File: config.mk
export PLATFORM = sky130hd
export DESIGN_NAME = pe_net_iface
export DESIGN_NICKNAME = d
export VERILOG_FILES = /design/src/rtl/pe_net_iface.sv
export SDC_FILE = /design/constraint.sdc
export NUM_CORES = 1
export LEC_CHECK = 0
export ABC_AREA = 1
export CORE_UTILIZATION = 40
export DETAILED_ROUTE_END_ITERATION = 10
export HOLD_SLACK_MARGIN = 0.02
export PLACE_DENSITY = 0.68
export SYNTH_ARGS = -nofsm -noshare
export SYNTH_HDL_FRONTEND = slang
export SYNTH_SLANG_ARGS = --single-unit
File: constraint.sdc
create_clock -name i_sclk -period 4.9 [get_ports i_sclk]
set_clock_uncertainty 0.2 [all_clocks]
set_input_delay 0.49 -clock i_sclk [delete_from_list [all_inputs] [get_ports i_sclk]]
set_output_delay 0.49 -clock i_sclk [all_outputs]
set_load 0.03 [all_outputs]
File: src/rtl/pe_net_iface.sv
// rtl/pe_net_iface.sv - PE to network-switch endpoint with tx/rx flit FIFOs and statistics
//
// pe_net_fifo : registered-output FIFO used for both directions.
//    i_clk, i_reset             clock, asynchronous active-low reset
//    i_wrData, i_wrEn           push side (push ignored when full)
//    o_notFull                  registered "room available"
//    o_headData, o_headValid    registered head entry and non-empty flag
//    i_rdEn                     pop head (ignored when empty)
//
// pe_net_iface : endpoint between a processing element and one switch port.
//    i_sclk, i_reset                        clock, asynchronous active-low reset
//    i_pe_dest, i_pe_payload                tx word from the PE
//    i_pe_valid / o_pe_ready                PE tx handshake
//    o_net_data / o_net_valid / i_net_ready flit toward the switch
//    i_net_data / i_net_valid / o_net_ready flit from the switch
//    o_pe_rx_payload / o_pe_rx_valid / i_pe_rx_ready  PE rx handshake
//    o_tx_count, o_rx_count, o_misroute_count         statistics
//
// Build option: PE_NET_IFACE_STATS_EN builds the saturating statistics
// counters; without it the count outputs are tied to zero.

module pe_net_fifo #(
   parameter int Width = 32,
   parameter int Depth = 4
) (
   input  logic             i_clk,
   input  logic             i_reset,
   input  logic [Width-1:0] i_wrData,
   input  logic             i_wrEn,
   output logic             o_notFull,
   output logic [Width-1:0] o_headData,
   output logic             o_headValid,
   input  logic             i_rdEn
);
   localparam int PtrW = $clog2(Depth);

   logic [Width-1:0] mem [Depth];
   logic [PtrW-1:0]  wrPtr;
   logic [PtrW-1:0]  rdPtr;
   logic [PtrW-1:0]  nextRd;
   logic [PtrW:0]    count;
   logic [PtrW:0]    nextCount;
   logic             push;
   logic             pop;

   // Gating on the registered flags means a full FIFO never accepts a word
   // in the same cycle it releases one.
   assign push = i_wrEn && o_notFull;
   assign pop  = i_rdEn && o_headValid;

   always_comb begin
      nextRd    = rdPtr + PtrW'(pop);
      nextCount = count + (PtrW+1)'(push) - (PtrW+1)'(pop);
   end

   // Storage needs no reset: the head register only ever loads written entries.
   always_ff @(posedge i_clk) begin
      if (push) begin
         mem[wrPtr] <= i_wrData;
      end
   end

   always_ff @(posedge i_clk or negedge i_reset) begin
      if (!i_reset) begin
         wrPtr       <= '0;
         rdPtr       <= '0;
         count       <= '0;
         o_notFull   <= 1'b0;
         o_headValid <= 1'b0;
         o_headData  <= '0;
      end else begin
         wrPtr       <= wrPtr + PtrW'(push);
         rdPtr       <= nextRd;
         count       <= nextCount;
         o_notFull   <= (nextCount != (PtrW+1)'(Depth));
         o_headValid <= (nextCount != '0);
         // Head after this edge: a word written into the slot that becomes
         // the head is forwarded directly, giving one-cycle latency.
         if (nextCount == '0) begin
            o_headData <= '0;
         end else if (push && (wrPtr == nextRd)) begin
            o_headData <= i_wrData;
         end else begin
            o_headData <= mem[nextRd];
         end
      end
   end
endmodule

module pe_net_iface #(
   parameter int DataWidth = 36,
   parameter int AddrWidth = 4,
   parameter int MyAddr    = 0,
   parameter int TxDepth   = 4,
   parameter int RxDepth   = 4
) (
   input  logic                           i_sclk,
   input  logic                           i_reset,
   input  logic [AddrWidth-1:0]           i_pe_dest,
   input  logic [DataWidth-AddrWidth-1:0] i_pe_payload,
   input  logic                           i_pe_valid,
   output logic                           o_pe_ready,
   output logic [DataWidth-1:0]           o_net_data,
   output logic                           o_net_valid,
   input  logic                           i_net_ready,
   input  logic [DataWidth-1:0]           i_net_data,
   input  logic                           i_net_valid,
   output logic                           o_net_ready,
   output logic [DataWidth-AddrWidth-1:0] o_pe_rx_payload,
   output logic                           o_pe_rx_valid,
   input  logic                           i_pe_rx_ready,
   output logic [15:0]                    o_tx_count,
   output logic [15:0]                    o_rx_count,
   output logic [15:0]                    o_misroute_count
);
   localparam int PayW = DataWidth - AddrWidth;

   logic addrMatch;
   logic rxMatchFire;

   assign addrMatch   = (i_net_data[DataWidth-1 -: AddrWidth] == AddrWidth'(MyAddr));
   // Every offered flit is accepted while there is room; only matching
   // flits are stored, the rest are dropped.
   assign rxMatchFire = i_net_valid && o_net_ready && addrMatch;

   pe_net_fifo #(.Width(DataWidth), .Depth(TxDepth)) txFifo (
      .i_clk       (i_sclk),
      .i_reset     (i_reset),
      .i_wrData    ({i_pe_dest, i_pe_payload}),
      .i_wrEn      (i_pe_valid),
      .o_notFull   (o_pe_ready),
      .o_headData  (o_net_data),
      .o_headValid (o_net_valid),
      .i_rdEn      (i_net_ready)
   );

   pe_net_fifo #(.Width(PayW), .Depth(RxDepth)) rxFifo (
      .i_clk       (i_sclk),
      .i_reset     (i_reset),
      .i_wrData    (i_net_data[PayW-1:0]),
      .i_wrEn      (rxMatchFire),
      .o_notFull   (o_net_ready),
      .o_headData  (o_pe_rx_payload),
      .o_headValid (o_pe_rx_valid),
      .i_rdEn      (i_pe_rx_ready)
   );

`ifdef PE_NET_IFACE_STATS_EN
   logic        txFire;
   logic        misFire;
   logic [15:0] txCount;
   logic [15:0] rxCount;
   logic [15:0] misCount;

   assign txFire  = o_net_valid && i_net_ready;
   assign misFire = i_net_valid && o_net_ready && !addrMatch;

   // Counters stick at all-ones rather than wrapping.
   always_ff @(posedge i_sclk or negedge i_reset) begin
      if (!i_reset) begin
         txCount  <= '0;
         rxCount  <= '0;
         misCount <= '0;
      end else begin
         if (txFire && (txCount != 16'hFFFF)) begin
            txCount <= txCount + 16'd1;
         end
         if (rxMatchFire && (rxCount != 16'hFFFF)) begin
            rxCount <= rxCount + 16'd1;
         end
         if (misFire && (misCount != 16'hFFFF)) begin
            misCount <= misCount + 16'd1;
         end
      end
   end

   assign o_tx_count       = txCount;
   assign o_rx_count       = rxCount;
   assign o_misroute_count = misCount;
`else
   assign o_tx_count       = '0;
   assign o_rx_count       = '0;
   assign o_misroute_count = '0;
`endif
endmodule

== Word level (Yosys, flattened, before mapping) ==
Memories as Yosys holds them, arrays and structs flattened.
Cells that the tools add are included.

* $add $sub $neg: 8
* Multiply operators: 0
* Divide/modulo/power cells: 0
* Magnitude comparators: 0
* Equality and inequality tests: 4
* Shift-type cells: 0
* Multiplexer cells: 8
* Bitwise gates (word level): 0
* Reductions and logical operators: 13

{| class="wikitable"
|+ Operator list
! cell !! count
|-
| 2-to-1 mux 36 bit || 2
|-
| 2-to-1 mux 32 bit || 2
|-
| adder 2 x 1 -> 2 bit || 4
|-
| logical AND 1 bit || 8
|-
| adder 3 x 1 -> 3 bit || 2
|-
| logical NOT 3 bit || 2
|-
| inequality test 3 bit, second input constant || 2
|-
| nonzero test 3 bit || 2
|-
| subtractor 3 x 1 -> 3 bit || 2
|-
| == test 2 bit || 2
|-
| logical NOT 4 bit || 1
|-
| 2-to-1 mux 1 bit || 4
|}

* Register bits after elaboration: 86
* Bits in latches: 0
* RAM bits: 272
* Bits in read-only memories: 0
* Input port bits: 78
* Word-level logic and storage cells: 47
* Memories kept: 2

{| class="wikitable"
|+ Memory list
! memory !! depth !! width !! rd ports !! clocked after memory_dff !! write ports !! line !! source
|-
| txFifo.mem || 4 || 36 || 1 || 0 || 1 || 37 || <nowiki>logic [Width-1:0] mem [Depth];</nowiki>
|-
| rxFifo.mem || 4 || 32 || 1 || 0 || 1 || 37 ||
|}

== Longest topological paths before layout ==
* Word-level depth: 7
* Mapped depth: 12

== Hierarchy ==
A second synthesis with hierarchy kept.

* Cell total of the unflattened synthesis: 1,530
* Area, all modules: 15,578.7 µm²

{| class="wikitable"
|+ By module, submodules not included
! module !! instances !! cells each !! area each (µm²) !! seq. area each (µm²)
|-
| pe_net_fifo (txFifo) || 1 || 778 || 7,990.2 || 5,450.2
|-
| pe_net_fifo (rxFifo) || 1 || 698 || 7,203.2 || 4,869.7
|-
| pe_net_iface || 1 || 54 || 385.4 || 0.0
|}

== Least setup slack after synthesis ==
OpenSTA, ideal clock, no wires.

* Path type: register to register
* From: register txFifo.o_notFull
* To: memory txFifo.mem[1][0] (netlist bit) (enable)
* Library setup time: 474 ps
* Arrival time: 3,222 ps
* Required time: 4,226 ps
* Path slack: 1,004 ps
* Cell stages (with the launch flop): 3
* Path buffers: 0
* Cells stage by stage: dfrtp_1 -> nand2_1 -> nor3_1

* Longest elaborated chain between the ends: 3

{| class="wikitable"
|+ RTL lines
! element !! line !! source
|-
| start, declared || 30 || <nowiki>output logic o_notFull,</nowiki>
|-
| start signal, assigned || 75 || <nowiki>o_notFull <= (nextCount != (PtrW+1)'(Depth));</nowiki>
|-
| logical AND 1 bit || 48 || <nowiki>assign push = i_wrEn && o_notFull;</nowiki>
|-
| 2-to-1 mux 1 bit || 58 || <nowiki>if (push) begin</nowiki>
|-
| 2-to-1 mux 1 bit (implied by the code) || 59 || <nowiki>mem[wrPtr] <= i_wrData;</nowiki>
|-
| end, declared || 37 ||
|}

Every way passes these cells.

== Final worst setup path ==
* From: register rxFifo.o_notFull
* To: register rxFifo.o_headData[23]

* Longest elaborated chain between the ends: 7

{| class="wikitable"
|+ RTL lines
! element !! line !! source
|-
| start, declared || 30 ||
|-
| start signal, assigned || 75 ||
|-
| logical AND 1 bit (2 in series) || 124 || <nowiki>assign rxMatchFire = i_net_valid && o_net_ready && addrMatch;</nowiki>
|-
| logical AND 1 bit * || 48 ||
|-
| adder 3 x 1 -> 3 bit * || 53 || <nowiki>nextCount = count + (PtrW+1)'(push) - (PtrW+1)'(pop);</nowiki>
|-
| subtractor 3 x 1 -> 3 bit * || 53 ||
|-
| via rxFifo.nextCount[1] || 42 || <nowiki>logic [PtrW:0] nextCount;</nowiki>
|-
| logical NOT 3 bit * || 79 || <nowiki>if (nextCount == '0) begin</nowiki>
|-
| 2-to-1 mux 32 bit * || 79 ||
|-
| end signal, assigned || 82 || <nowiki>o_headData <= i_wrData;</nowiki>
|-
| end signal, assigned || 84 || <nowiki>o_headData <= mem[nextRd];</nowiki>
|-
| end, declared || 31 || <nowiki>output logic [Width-1:0] o_headData,</nowiki>
|}

The timed path passes the listed nets; every way through them passes the cells marked *.

==> reports/summary.txt <==
=====================================================================================
Run status                                                               complete, no violations
Portion of synthesized cell area occupied by the leading cell type              53.0%
Post-route clock period utilization                                             63.5%
Least-Margin Pin Slew                                                        0.912 ns
Maximum number of pins on one net before global-route repair                       73
1st-iter DRT viols                                                                565
Width of the chip                                                              198 µm
Seq/Total Area, Yosys                                                           66.9%
Setup repair after global routing missed its margin                             false
Clock tree from TritonCTS                                                        done
WL final                                                                     33000 µm
Utilization after layout                                                        48.7%
Detail-routed net length per standard cell                                    15.0 µm
Dpl ws                                                                        1.26 ns
Setup-violating endpoint count in the final report                                  0
Worst ir drop on vdd                                                         0.491 mV
Worst skew pair latency                                                       0.53 ns
Post-Synthesis Cell Area                                                    15400 µm²
CTS resizes                                                                         0
CTS buffer count                                                                   37
Main combinational cell family by area after synthesis                   simple AND/OR/NAND/NOR gates
Most instantiated flip-flop cell in the synthesis netlist                sky130_fd_sc_hd__edfxtp_1
Crit end category                                                            register
Seq cells post-synth                                                              358
Time the worst path needs with I/O delays and setup                           3.11 ns
Adder and majority gate portion of the synthesized area                        0.909%
Overall die area                                                            39300 µm²
Overall global routing resource usage                                           17.1%
HPWL after detailed placement                                                18700 µm
Fraction of final layout cells with drive strength greater than 1               6.33%
Least setup slack across all paths after layout                               1.79 ns
Proportion of synthesized area in mux cells                                        0%
Sink Count                                                                        358
Synthesized instance count                                                       1526
Number of standard-cell rows in the floorplan                                      71
Reported max-cap violation count                                                    0
Library cell with the highest instance count after synthesis             sky130_fd_sc_hd__nand2_1
Worst EP required                                                             5.10 ns
Power consumption                                                            0.0122 W
Boundary pin count                                                                198
Core region area                                                            37800 µm²
Count of vias placed by the detailed router                                     10300
H-tree depth                                                                        2
Xor-xnor portion of the synthesized cell area                                  0.341%
Gpl congestion                                                                  0.723
PwrDens                                                                    661 nW/µm²
Number of global-route vias before repair                                        9740
Number of buffers on the longest clock path                                         3
Top area cells in the synthesized netlist                                sky130_fd_sc_hd__edfxtp_1, sky130_fd_sc_hd__nand2_1, sky130_fd_sc_hd__dfrtp_1
EDFF count, synth                                                                 272
Peak clock frequency supported by timing                                    0.321 GHz
Worst slew margin relative to its limit                                         39.0%
Initial antenna violation count                                                     2
Number of nets in the finished design                                            1751
Total count of hold-check failures in the final report                              0
DP Cell Count                                                                    2134
Post-synthesis share of cell area spent on and, or, nand and nor gates          22.3%
CTS Root Buffer Type                                                     sky130_fd_sc_hd__clkbuf_16
First-pass GRT wire length                                                   52300 µm
Crit-path max FO                                                                   33
Path type of the worst min-delay path                                        in2async
Clock-pin transition on the worst setup and hold timing paths                 0.06 ns
Number of warning messages in the yosys log                                         0
Starting density of the core                                                    40.8%
Hold_buf cts                                                                        1
Compound-cell area share of the yosys netlist                                   2.21%
Slew Limit Fails                                                                    0
Endpoint arrival time on the critical path                                    3.31 ns
Category of the critical setup timing path                                    reg2reg
Share of synthesized registers carrying an async set or reset                   24.0%
Total global routing overflow                                                       0
Static leakage power                                                          8.19 nW
Cell type with the highest aggregate area in the netlist                 sky130_fd_sc_hd__edfxtp_1
Post-detailed-route DRC marker count                                                0
Die height                                                                     198 µm
Quantity of I/O buffers inserted on ports                                         149
Setup TNS                                                                        0 ns
Router iterations before antenna repair                                             5
Final antenna-violating net count                                                   0
Post-synthesis area per instance                                             10.1 µm²
Area growth from synthesis to layout                                            19.4%
Final standard cell count with taps included and fillers excluded                2203
Count of cell types in the netlist                                                 23
# Post-CTS Setup Buffers                                                            0
Drt via density                                                                  4.65
Critical Path Source Type                                                    register
Most frequent cells after synthesis                                      sky130_fd_sc_hd__nand2_1, sky130_fd_sc_hd__edfxtp_1, sky130_fd_sc_hd__inv_1
=====================================================================================
## cells in the final DEF, fill, tap and decap left out, drive strengths merged
cell type,n
clkbuf,51
clkdlybuf4s50,148
nor3,8
ha,8
buf,23
inv,93
dfrtp,86
dlygate4sd3,1
xnor2,2
a21oi,68
bufinv,4
clkinv,10
xor2,4
conb,48
fa,2
nand2,713
nor2,74
nand3,74
clkinvlp,2
edfxtp,272
diode,1
## cell type report
type / count / area (µm²)
Fill cell: 3353 / 19400
Sequential cell: 358 / 10300
Multi-Input combinational cell: 1001 / 4190
Timing Repair Buffer: 172 / 1660
Clock buffer: 51 / 1040
Tap cell: 511 / 639
Inverter: 93 / 349
Clock inverter: 16 / 198
Antenna cell: 1 / 2.50
## stage by stage
stage / hold slack (ns) / instance area (µm²)
6_report: 0.390 / 18400
4_1_cts: 0.393 / 18400
3_3_place_gp: 0.363 / 17200
2_1_floorplan: -0.00559 / 15600
3_5_place_dp: 0.384 / 17200
5_1_grt: 0.421 / 18400
## state kept, by name, indices dropped and copies added (netlist names), 3 cells and up
register and cells:
txFifo.o_headData 36, txFifo.mem 144, rxFifo.mem 128, txFifo.count 3
rxFifo.count 3, rxFifo.o_headData 32
## routing by layer
layer	vias up	global-route usage (%)	routed length, µm
met1	4864	22.5	14700
li1	5074	-	-
met5	-	0	0
met4	0	5.48	683
met3	49	2.96	1750
met2	264	28.6	15900
## worst paths after layout
kind	from	to	slack (ns)	depth (start not counted)
setup / recovery	rxFifo.o_notFull	rxFifo.o_headData[23]	1.79	10
hold / removal	i_reset	rxFifo.o_notFull	0.39	2
setup reg to reg	rxFifo.o_notFull	rxFifo.o_headData[23]	1.79	10
hold reg to reg	txFifo.wrPtr[1]	txFifo.wrPtr[1]	0.40	1
max in group asynchronous	i_reset	txFifo.o_headData[13]	3.10	3
min in group i_sclk	txFifo.wrPtr[1]	txFifo.wrPtr[1]	0.40	1
## power breakdown
group	leakage, nW	switching [W]	internal [W]
Clock	0.602	0.00114	0.00170
Combinational	4.06	0.00356	0.00165
Sequential	3.52	0.000209	0.00391
## cell families (layout without fill, tap and decap cells)
group	after synthesis	in the layout
simple gates	869	869
flops	358	358
buf+inv	214	332
compound gates	68	68
fa+ha+maj	10	10
xor+xnor	6	6
other cells	1	49
## critical path: stages, from the launching register on
cell	delay [ns]
sky130_fd_sc_hd__dfrtp_1	0.42
sky130_fd_sc_hd__nand2_1	0.09
sky130_fd_sc_hd__inv_1	0.04
sky130_fd_sc_hd__nand3_2	0.19
sky130_fd_sc_hd__inv_1	0.11
sky130_fd_sc_hd__ha_1	0.23
sky130_fd_sc_hd__fa_1	0.47
sky130_fd_sc_hd__nor2_1	0.18
sky130_fd_sc_hd__nand3_2	0.70
sky130_fd_sc_hd__nand2_1	0.30
sky130_fd_sc_hd__nor2_1	0.07
Power figures use the tool's default switching activity.
